===== config.mk =====
export PLATFORM = sky130hd
export DESIGN_NAME = tl45_alu_stage
export DESIGN_NICKNAME = d
export VERILOG_FILES = /design/src/rtl/tl45_pkg.sv /design/src/rtl/tl45_iter_mul.sv /design/src/rtl/tl45_alu_stage.sv
export SDC_FILE = /design/constraint.sdc
export NUM_CORES = 1
export LEC_CHECK = 0
export BUFFER_PORTS_ARGS = -buffer_cell sky130_fd_sc_hd__buf_2
export CORE_ASPECT_RATIO = 0.7
export CORE_UTILIZATION = 45
export CTS_CLUSTER_DIAMETER = 50
export CTS_CLUSTER_SIZE = 25
export DETAILED_ROUTE_END_ITERATION = 7
export PLACE_DENSITY = 0.65
export SLEW_MARGIN = 25
export SYNTH_ARGS = -nofsm -noshare
export SYNTH_HDL_FRONTEND = slang
export SYNTH_HIERARCHICAL = 1
export SYNTH_SLANG_ARGS = --single-unit

===== constraint.sdc =====
create_clock -name i_clk -period 5.05 [get_ports i_clk]
set_input_delay 0 -clock i_clk [delete_from_list [all_inputs] [get_ports i_clk]]
set_output_delay 0 -clock i_clk [all_outputs]
set_load 0.05 [all_outputs]

===== src/rtl/tl45_pkg.sv =====
// Shared opcode, branch-condition and flag definitions for the TL45 execute stage.
package tl45_pkg;

    localparam int unsigned XLEN = 32;

    typedef enum logic [4:0] {
        OP_NOP    = 5'h00,
        OP_ADD    = 5'h01,
        OP_SUB    = 5'h02,
        OP_MUL    = 5'h03,
        OP_OR     = 5'h04,
        OP_XOR    = 5'h05,
        OP_AND    = 5'h06,
        OP_SHL    = 5'h07,
        OP_SHR    = 5'h08,
        OP_BRANCH = 5'h0C
    } opcode_e;

    typedef enum logic [3:0] {
        JC_ALWAYS = 4'h0,
        JC_Z      = 4'h1,
        JC_NZ     = 4'h2,
        JC_C      = 4'h3,
        JC_NC     = 4'h4,
        JC_N      = 4'h5,
        JC_NN     = 4'h6,
        JC_V      = 4'h7,
        JC_NV     = 4'h8
    } jmp_cond_e;

    typedef struct packed {
        logic z;
        logic n;
        logic c;
        logic v;
    } flags_t;

    // Single-cycle ops that write a result and update Z/N/C/V.
    function automatic logic is_alu_op(input logic [4:0] op);
        case (op)
            OP_ADD, OP_SUB, OP_OR, OP_XOR, OP_AND, OP_SHL, OP_SHR: return 1'b1;
            default:                                               return 1'b0;
        endcase
    endfunction

endpackage


===== src/rtl/tl45_iter_mul.sv =====
// Iterative shift-add multiplier retiring MUL_STEP multiplier bits per cycle.
// Keeps the low 32 bits of the unsigned product; abortable at any time.
module tl45_iter_mul
    import tl45_pkg::*;
#(
    parameter int unsigned MUL_STEP = 1
) (
    input  logic            i_clk,
    input  logic            i_reset,
    input  logic            start_i,
    input  logic            abort_i,
    input  logic            hold_i,
    input  logic [XLEN-1:0] a_i,
    input  logic [XLEN-1:0] b_i,
    output logic            busy_o,
    output logic            done_o,
    output logic [XLEN-1:0] product_o
);

    localparam int unsigned STEPS = XLEN / MUL_STEP;
    localparam int unsigned CW    = $clog2(STEPS + 1);

    typedef enum logic {S_IDLE, S_MUL} state_e;

    state_e            state_q;
    logic [CW-1:0]     count_q;
    logic [XLEN-1:0]   acc_q;
    logic [XLEN-1:0]   mcand_q;
    logic [XLEN-1:0]   mplier_q;
    logic              final_cycle;

    function automatic logic [XLEN-1:0] partial(input logic [XLEN-1:0] mcand,
                                                input logic [MUL_STEP-1:0] bits);
        logic [XLEN-1:0] sum;
        sum = '0;
        for (int i = 0; i < MUL_STEP; i++) begin
            if (bits[i]) sum = sum + (mcand << i);
        end
        return sum;
    endfunction

    // count_q is the number of cycles left including the current one; the start
    // cycle counts as STEPS, so the first step is folded into the start edge and
    // the last step is added combinationally on the final cycle.
    assign final_cycle = (state_q == S_MUL) && (count_q == CW'(1));
    assign busy_o      = ((state_q == S_IDLE) && start_i && !abort_i) ||
                         ((state_q == S_MUL) && (count_q > CW'(1)));
    assign done_o      = final_cycle;
    assign product_o   = acc_q + partial(mcand_q, mplier_q[MUL_STEP-1:0]);

    // NOTE: sequential state uses non-blocking assignments so every register
    // samples the pre-edge values regardless of statement order.
    always_ff @(posedge i_clk) begin
        if (i_reset) begin
            state_q  <= S_IDLE;
            count_q  <= '0;
            acc_q    <= '0;
            mcand_q  <= '0;
            mplier_q <= '0;
        end else begin
            case (state_q)
                S_IDLE: begin
                    if (start_i && !abort_i) begin
                        state_q  <= S_MUL;
                        count_q  <= CW'(STEPS - 1);
                        acc_q    <= partial(a_i, b_i[MUL_STEP-1:0]);
                        mcand_q  <= a_i << MUL_STEP;
                        mplier_q <= b_i >> MUL_STEP;
                    end
                end
                S_MUL: begin
                    if (abort_i) begin
                        state_q <= S_IDLE;
                    end else if (!final_cycle) begin
                        acc_q    <= acc_q + partial(mcand_q, mplier_q[MUL_STEP-1:0]);
                        mcand_q  <= mcand_q << MUL_STEP;
                        mplier_q <= mplier_q >> MUL_STEP;
                        count_q  <= count_q - CW'(1);
                    end else if (!hold_i) begin
                        state_q <= S_IDLE;
                    end
                end
                default: state_q <= S_IDLE;
            endcase
        end
    end

endmodule


===== src/rtl/tl45_alu_stage.sv =====
// TL45 execute stage: ALU, iterative MUL, flags, branch resolution, operand
// forwarding and the ALU buffer feeding memory/writeback.
module tl45_alu_stage
    import tl45_pkg::*;
#(
    parameter int unsigned MUL_STEP = 1
) (
    input  logic        i_clk,
    input  logic        i_reset,
    input  logic        i_pipe_stall,
    output logic        o_pipe_stall,
    input  logic        i_pipe_flush,
    output logic        o_pipe_flush,
    input  logic [4:0]  i_opcode,
    input  logic [3:0]  i_dr,
    input  logic [3:0]  i_jmp_cond,
    input  logic [31:0] i_sr1_val,
    input  logic [31:0] i_sr2_val,
    input  logic [31:0] i_target_address_offset,
    input  logic [31:0] i_pc,
    output logic [3:0]  o_of1_reg,
    output logic [31:0] o_of1_data,
    output logic [3:0]  o_of2_reg,
    output logic [31:0] o_of2_data,
    output logic        o_branch_taken,
    output logic [31:0] o_branch_target,
    output logic [4:0]  o_opcode,
    output logic [3:0]  o_dr,
    output logic [31:0] o_value,
    output logic [3:0]  o_flags
);

    logic [4:0]  opcode_q;
    logic [3:0]  dr_q;
    logic [31:0] value_q;
    flags_t      flags_q, flags_d;

    logic        mul_start, mul_busy, mul_done;
    logic [31:0] mul_product;
    logic [31:0] result;
    logic        writes;
    logic [32:0] sum;
    logic [31:0] diff;
    logic        cond_true;
    logic        advance;
    logic        branch_taken;

    assign mul_start = !i_reset && (i_opcode == OP_MUL);

    tl45_iter_mul #(.MUL_STEP(MUL_STEP)) u_mul (
        .i_clk     (i_clk),
        .i_reset   (i_reset),
        .start_i   (mul_start),
        .abort_i   (i_pipe_flush),
        .hold_i    (i_pipe_stall),
        .a_i       (i_sr1_val),
        .b_i       (i_sr2_val),
        .busy_o    (mul_busy),
        .done_o    (mul_done),
        .product_o (mul_product)
    );

    always_comb begin
        // NOTE: every variable gets a default first so no path infers a latch.
        result  = '0;
        writes  = 1'b0;
        flags_d = flags_q;
        sum     = {1'b0, i_sr1_val} + {1'b0, i_sr2_val};
        diff    = i_sr1_val - i_sr2_val;
        case (i_opcode)
            OP_ADD: begin
                result    = sum[31:0];
                flags_d.c = sum[32];
                flags_d.v = (i_sr1_val[31] == i_sr2_val[31]) && (sum[31] != i_sr1_val[31]);
            end
            OP_SUB: begin
                result    = diff;
                flags_d.c = i_sr1_val < i_sr2_val;
                flags_d.v = (i_sr1_val[31] != i_sr2_val[31]) && (diff[31] != i_sr1_val[31]);
            end
            OP_OR:   result = i_sr1_val | i_sr2_val;
            OP_XOR:  result = i_sr1_val ^ i_sr2_val;
            OP_AND:  result = i_sr1_val & i_sr2_val;
            OP_SHL:  result = i_sr1_val << i_sr2_val[4:0];
            OP_SHR:  result = i_sr1_val >> i_sr2_val[4:0];
            OP_MUL: begin
                if (mul_done) begin
                    result = mul_product;
                    writes = 1'b1;
                end
            end
            default: ;
        endcase
        if (is_alu_op(i_opcode)) begin
            writes    = 1'b1;
            flags_d.z = (result == '0);
            flags_d.n = result[31];
            if (i_opcode != OP_ADD && i_opcode != OP_SUB) begin
                flags_d.c = 1'b0;
                flags_d.v = 1'b0;
            end
        end
    end

    // Conditions are evaluated against the flag register, i.e. the result of
    // the instruction already sitting in the buffer.
    always_comb begin
        cond_true = 1'b0;
        case (i_jmp_cond)
            JC_ALWAYS: cond_true = 1'b1;
            JC_Z:      cond_true = flags_q.z;
            JC_NZ:     cond_true = !flags_q.z;
            JC_C:      cond_true = flags_q.c;
            JC_NC:     cond_true = !flags_q.c;
            JC_N:      cond_true = flags_q.n;
            JC_NN:     cond_true = !flags_q.n;
            JC_V:      cond_true = flags_q.v;
            JC_NV:     cond_true = !flags_q.v;
            default:   cond_true = 1'b0;
        endcase
    end

    assign advance      = !i_pipe_stall && !mul_busy;
    assign branch_taken = !i_reset && !i_pipe_flush && advance &&
                          (i_opcode == OP_BRANCH) && cond_true;

    always_ff @(posedge i_clk) begin
        if (i_reset) begin
            opcode_q <= '0;
            dr_q     <= '0;
            value_q  <= '0;
            flags_q  <= '0;
        end else if (i_pipe_flush) begin
            opcode_q <= OP_NOP;
            dr_q     <= '0;
            value_q  <= '0;
        end else if (!i_pipe_stall) begin
            if (mul_busy) begin
                opcode_q <= OP_NOP;
                dr_q     <= '0;
                value_q  <= '0;
            end else begin
                opcode_q <= i_opcode;
                dr_q     <= writes ? i_dr : 4'd0;
                value_q  <= result;
                flags_q  <= flags_d;
            end
        end
    end

    assign o_pipe_stall    = i_pipe_stall || mul_busy;
    assign o_pipe_flush    = i_pipe_flush || branch_taken;
    assign o_branch_taken  = branch_taken;
    assign o_branch_target = i_pc + i_target_address_offset;
    assign o_of1_reg       = (writes && !i_pipe_flush && !i_reset) ? i_dr : 4'd0;
    assign o_of1_data      = result;
    assign o_of2_reg       = dr_q;
    assign o_of2_data      = value_q;
    assign o_opcode        = opcode_q;
    assign o_dr            = dr_q;
    assign o_value         = value_q;
    assign o_flags         = flags_q;

endmodule

; Yosys cells after proc, flatten, opt, wreduce, memory -nomap -nowiden
; Cells that the tools add are included.
; W data, S select, Z words.
[word_totals]
inputBits = 145
reg_bits = 148
output_inout_bits = 152
word_cells = 132
[classes]
shifts = 2
n_reduce_logical = 34
addsub = 6
n_eq_ne = 27
n_bitwise = 7
n_lt_le_gt_ge = 2
mux = 42
[ops]
columns = cell, count
row1 = $mux W32, 17
row2 = $pmux W32 S8, 1
row3 = $pmux W32 S2, 3
row4 = $add A32 B32 Y32, 3
row5 = $add A32 B32 Y33, 1
row6 = $and A32 B32 Y32, 1
row7 = $logic_not A32 Y1, 1
row8 = $lt A32 B32 Y1, 1
row9 = $or A32 B32 Y32, 1
row10 = $shl A32 B5 Y32, 1
row11 = $shr A32 B5 Y32, 1
row12 = $sub A32 B32 Y32, 1
row13 = $xor A32 B32 Y32, 1
row14 = $eq A5 B3 Y1 const B, 4
row15 = $mux W6, 3
row16 = $eq A4 B3 Y1 const B, 4
row17 = $logic_and A1 B1 Y1, 16
row18 = $mux W4, 3
row19 = $pmux W6 S2, 1
row20 = $eq A5 B2 Y1 const B, 2
row21 = $eq A5 B4 Y1 const B, 2
row22 = $pmux W1 S9, 1
row23 = $eq A4 B2 Y1 const B, 2
row24 = $logic_not A1 Y1, 8
row25 = other kinds (23), 41

; Logic depth before layout (Yosys ltp)
[depth]
depth_word = 11
ltp_mapped = 23
mapped_depth_nobuf = 22

; Modules after synthesis
; The synthesis kept the hierarchy.
[by_module_without_submodules]
columns = mod, seq_area_each_um2, instances, cells_per_inst, area_each_um2
row1 = tl45_alu_stage, 900.9, 1, 1753, 12749.7
row2 = tl45_iter_mul, 2021.9, 1, 729, 6042.0

; Least setup slack after synthesis
; OpenSTA, ideal clock, no wires.
[synth_path]
kind = input-to-reg
from = input i_sr2_val[2]
to = register flags_q, in the netlist o_flags[3]
cell_stages = 17
setup_time_ns = 0.169
path_slack_ns = 0.283
arrival_time_ns = 4.598
path_buffers = 4
path_cell_list = inv_1 > clkbuf_1 > buf_1 > clkbuf_1 > ha_1 > clkbuf_1 > or4_1 > and3_1 > o21a_1 > o2bb2ai_1 > a21oi_1 > o22ai_1 > nor2_1 > o21ai_0 > nor4_1 > nand4b_1 > o31ai_2
[synth_between]
elab_chain_len = 3
elab_cells_between_ends = 9
cone_classes = 2 x add/sub / 2 x shift / 1 x mux / 3 x bitwise / 1 x reduce/logical
[synth_lines]
columns = element, line_no
row1 = from (decl), tl45_alu_stage.sv:18  ; input logic [31:0] i_sr2_val,
row2 = $sub A32 B32 Y32 (tied with other cells), tl45_alu_stage.sv:69  ; diff = i_sr1_val - i_sr2_val;
row3 = $pmux W32 S8 (*), tl45_alu_stage.sv:70  ; case (i_opcode)
row4 = via o_of1_data[21], tl45_alu_stage.sv:22  ; output logic [31:0] o_of1_data,
row5 = $logic_not A32 Y1 (*), tl45_alu_stage.sv:96  ; flags_d.z = (result == '0);
row6 = to (signal assigned), tl45_alu_stage.sv:146  ; flags_q <= flags_d;
row7 = to (decl), tl45_alu_stage.sv:36  ; flags_t flags_q, flags_d;
; Mark *: on every way through the listed nets, which the timed path passes. The rest lies on a longest branch.
; A chain may end at the register's enable or synchronous reset.

; Worst setup path in the final report
[layout_path]
from = register u_mul.mplier_q[0]
to = register flags_q, in the netlist o_flags[3]
[layout_between]
elab_chain_len = 5
[layout_lines]
columns = element, line_no
row1 = from (decl), tl45_iter_mul.sv:29  ; logic [XLEN-1:0] mplier_q;
row2 = from (signal assigned), tl45_iter_mul.sv:68  ; mplier_q <= b_i >> MUL_STEP;
row3 = from (signal assigned), tl45_iter_mul.sv:77  ; mplier_q <= mplier_q >> MUL_STEP;
row4 = $mux W32, tl45_iter_mul.sv:37  ; if (bits[i]) sum = sum + (mcand << i);
row5 = $add A32 B32 Y32, tl45_iter_mul.sv:49  ; assign product_o = acc_q + partial(mcand_q, mplier_q[MUL_STEP-1:0]);
row6 = via mul_product[22], tl45_alu_stage.sv:39  ; logic [31:0] mul_product;
row7 = $mux W32, tl45_alu_stage.sv:87  ; if (mul_done) begin
row8 = $pmux W32 S8, tl45_alu_stage.sv:70
row9 = $logic_not A32 Y1, tl45_alu_stage.sv:96
; The timed path passes the listed nets, and every way through them passes these cells.

==> run metrics <==
status=finished clean; Data arrival, critical path=about 5.4 ns; Core Box Area=41,110 sq um; Clock Latency Late Sink=0.49 ns; Die Y=around 170 um; Detailed Routing Iterations Pass 1=7; Synth warnings=6; DR DRC count=0; number of global-route vias before repair=19,769; final hold vios=0; placed insts=roughly 3,200; post-layout util=53.19%; CP max-delay cell=a311o_1; clock transition at the registers of the reported paths=roughly 0.07 ns; first-pass GRT wire length=127,800 um; Sink Count=146; Pwr Density=207.3 nW/um^2; Clk Tree Root Cell=clkbuf_16; f_max=199.9 MHz; DR iter-0 viols=2,729; post-synth top area share=15.55%; Slew Viols, Final=0; Initial Util=45.71%; crit-path cells=buf_4 > and2_1 > ha_1 > a211oi_1 > o211ai_1 > a211oi_2 > a21oi_2 > nor2b_2 > buf_4 > o21ai_0 > xnor2_1 > a221o_1 > a221oi_2 > nand3_1 > a311o_1 > nand4b_1 > nor4_2 > nand4b_1 > o31ai_2; most instantiated library cell after synthesis=nor2_1; Total Routed Length=87,020 um; fill count=4,062; Post-synth EDFFs=0; Final nets=3,033; Vias=21,496; post-synthesis sequential area ratio=15.55%; top_reg_cell synth=dfxtp_1; Synth async-reset ratio=0%; die area=around 43,000 sq um; post-synth cell types=100; Avg WL per Cell=around 27 um; Slew headroom=about 22%; Synth top cells by count=nor2_1, a21oi_1, ha_1, nand2_1, dfxtp_1; num rows=62; Synth Cell Area=18,790 sq um; GR Util All Layers=between 30% and 40%; grt ovf=0; num ports=297; critical path type=flip-flop to flip-flop; remaining antenna violation count=0; area leader, netlist=dfxtp_1; hold_ws=0.01619 ns; # H-tree levels=4; share of cells above drive strength 1=20.67%; clock skew=0.01240 ns; Worst-Margin Slew=~1.2 ns; post-synthesis cell count=2,482; vias per cell=between 6 and 7; Synth area leaders=dfxtp_1, ha_1, nor2_1; die width=246.2 um; Clock Path Buffers=2; nature of the critical path startpoint=flip-flop; Routability Congestion=1.015; max-cap violation count=0; final period utilization=between 90% and 100%; initial antenna violation count=2; CP required=between 5 and 6 ns; final setup fails=0; DP HPWL=66,970 um; largest net degree at the start of global routing=87; Max IR drop VDD=approximately 0.28 mV; CTS tree=built; Cell Count, Final, Fillers Out=3,275; PortBufs=roughly 300; critical-path maximum fanout=15; Syn Nets=approximately 2,800; area delta synth->final=16.37%; Min-Delay Path Class=primary input to flip-flop; Yosys reg bits=roughly 150; CP peak stage delay=0.39 ns; fin crit period=5.003 ns; Avg Cell Area, Syn=7.571 sq um; Num CTS Buffers=17; critical path capture point type=flip-flop; Lkg Pwr=9.474 nW
==> routing by layer <==
layer | wire (um) | vias up | part of all wire (%) | track usage (%)
li1 | - | 9731 | - | -
met1 | 38600 | 10358 | 44 | 57.74
met2 | 36140 | 1265 | 42 | 56.73
met3 | 9751 | 142 | 11 | 9.406
met4 | 2534 | 0 | 2.9 | 13.51
met5 | 0 | - | 0 | 0
==> cell type report <==
type / count / area (sq um) / area share (%)
repair buffers: 424 / 2614 / 11.95
multi-input cells: 1991 / 14560 / 66.58
inverters: 135 / 506.7 / 2.317
clock inverters: 13 / 126.4 / 0.5779
well taps: 544 / 680.7 / 3.113
clock buffers: 19 / 442.9 / 2.026
flip-flops and latches: 146 / 2929 / 13.39
diodes: 3 / 7.507 / 0.03433
==> kinds of logic (layout without fill, tap and decap cells) <==
logic type | Yosys count | count (layout) | share of synthesized area (%)
AOI/OAI and AO/OA | 828 | 828 | 31.22
and+or+nand+nor | 779 | 779 | 19.72
buffers and inverters | 345 | 591 | 8.176
adders and majority gates | 173 | 173 | 11.68
DFF | 146 | 146 | 15.55
muxes | 145 | 145 | 10.58
xor gates and xnor gates | 66 | 66 | 3.076
other | 0 | 3 | 0
==> worst paths after layout <==
| check | from | end | slack, ns | depth (start not counted) |
|---|---|---|---|---|
| max reg2reg | u_mul/mplier_q[0] | o_flags[3] | 0.05 | 19 |
| min | i_opcode[3] | o_opcode[3] | 0.02 | 2 |
| max | u_mul/mplier_q[0] | o_flags[3] | 0.05 | 19 |
| min reg2reg | u_mul/acc_q[0] | u_mul/acc_q[0] | 0.46 | 2 |
==> critical path: cells and delay by family, from the launching register on <==
family	cells	cell delay [ns]
buffers and inverters	2	0.34
DFF	1	0.34
and+or+nand+nor	6	1.25
xor gates and xnor gates	1	0.21
AOI/OAI and AO/OA	9	2.42
adders and majority gates	1	0.38
==> per-stage QoR <==
stage                     worst slack [ns]  cell area [sq um]  total power, mW  TNS (ns)
after floorplan                     0.2833              18790            2.527         0
after global routing              -0.04515              21860            4.700   -0.1109
after CTS                          0.03278              21640            4.479         0
after detailed placement           0.05059              20640            3.159         0
final                              0.04694              21870            4.532         0
after global placement              0.1494              20640            3.153         0
==> state kept, by name, indices dropped and copies added (netlist names) <==
register	count
o_of2_data	32
u_mul/acc_q	32
u_mul/mcand_q	31
u_mul/mplier_q	31
u_mul/count_q	6
o_opcode	5
o_dr	4
o_flags	4
u_mul/state_q	1
==> layout by cell type, fill, tap and decap left out, drive strengths merged, types with 21 or more instances in the layout <==
cell	n
a211oi	70
a21o	35
a21oi	178
a221oi	36
a222oi	30
a22o	33
a22oi	43
and2	47
buf	382
dfxtp	146
dlygate4sd3	41
ha	169
inv	140
mux2	31
mux2i	76
mux4	38
nand2	169
nand3	34
nor2	288
nor2b	28
nor3	64
nor4	24
o211ai	35
o21a	25
o21ai	125
o21bai	27
o22ai	21
or3	23
xnor2	45
xor2	21
==> power by group <==
group,internal (mW),switching [mW],total [mW]
clock network,0.697,0.596,1.29
registers,1.17,0.0130,1.18
logic,0.634,1.42,2.06
==> repair_timing <==
item	CTS	global route
endpoints found under the setup margin	2	12
pin swaps	0	17
setup buffers	0	4
endpoints found under the hold margin	42	0
hold buffers	41	0
resized for setup	7	46
Note: power is estimated with default switching activity, not from simulation.
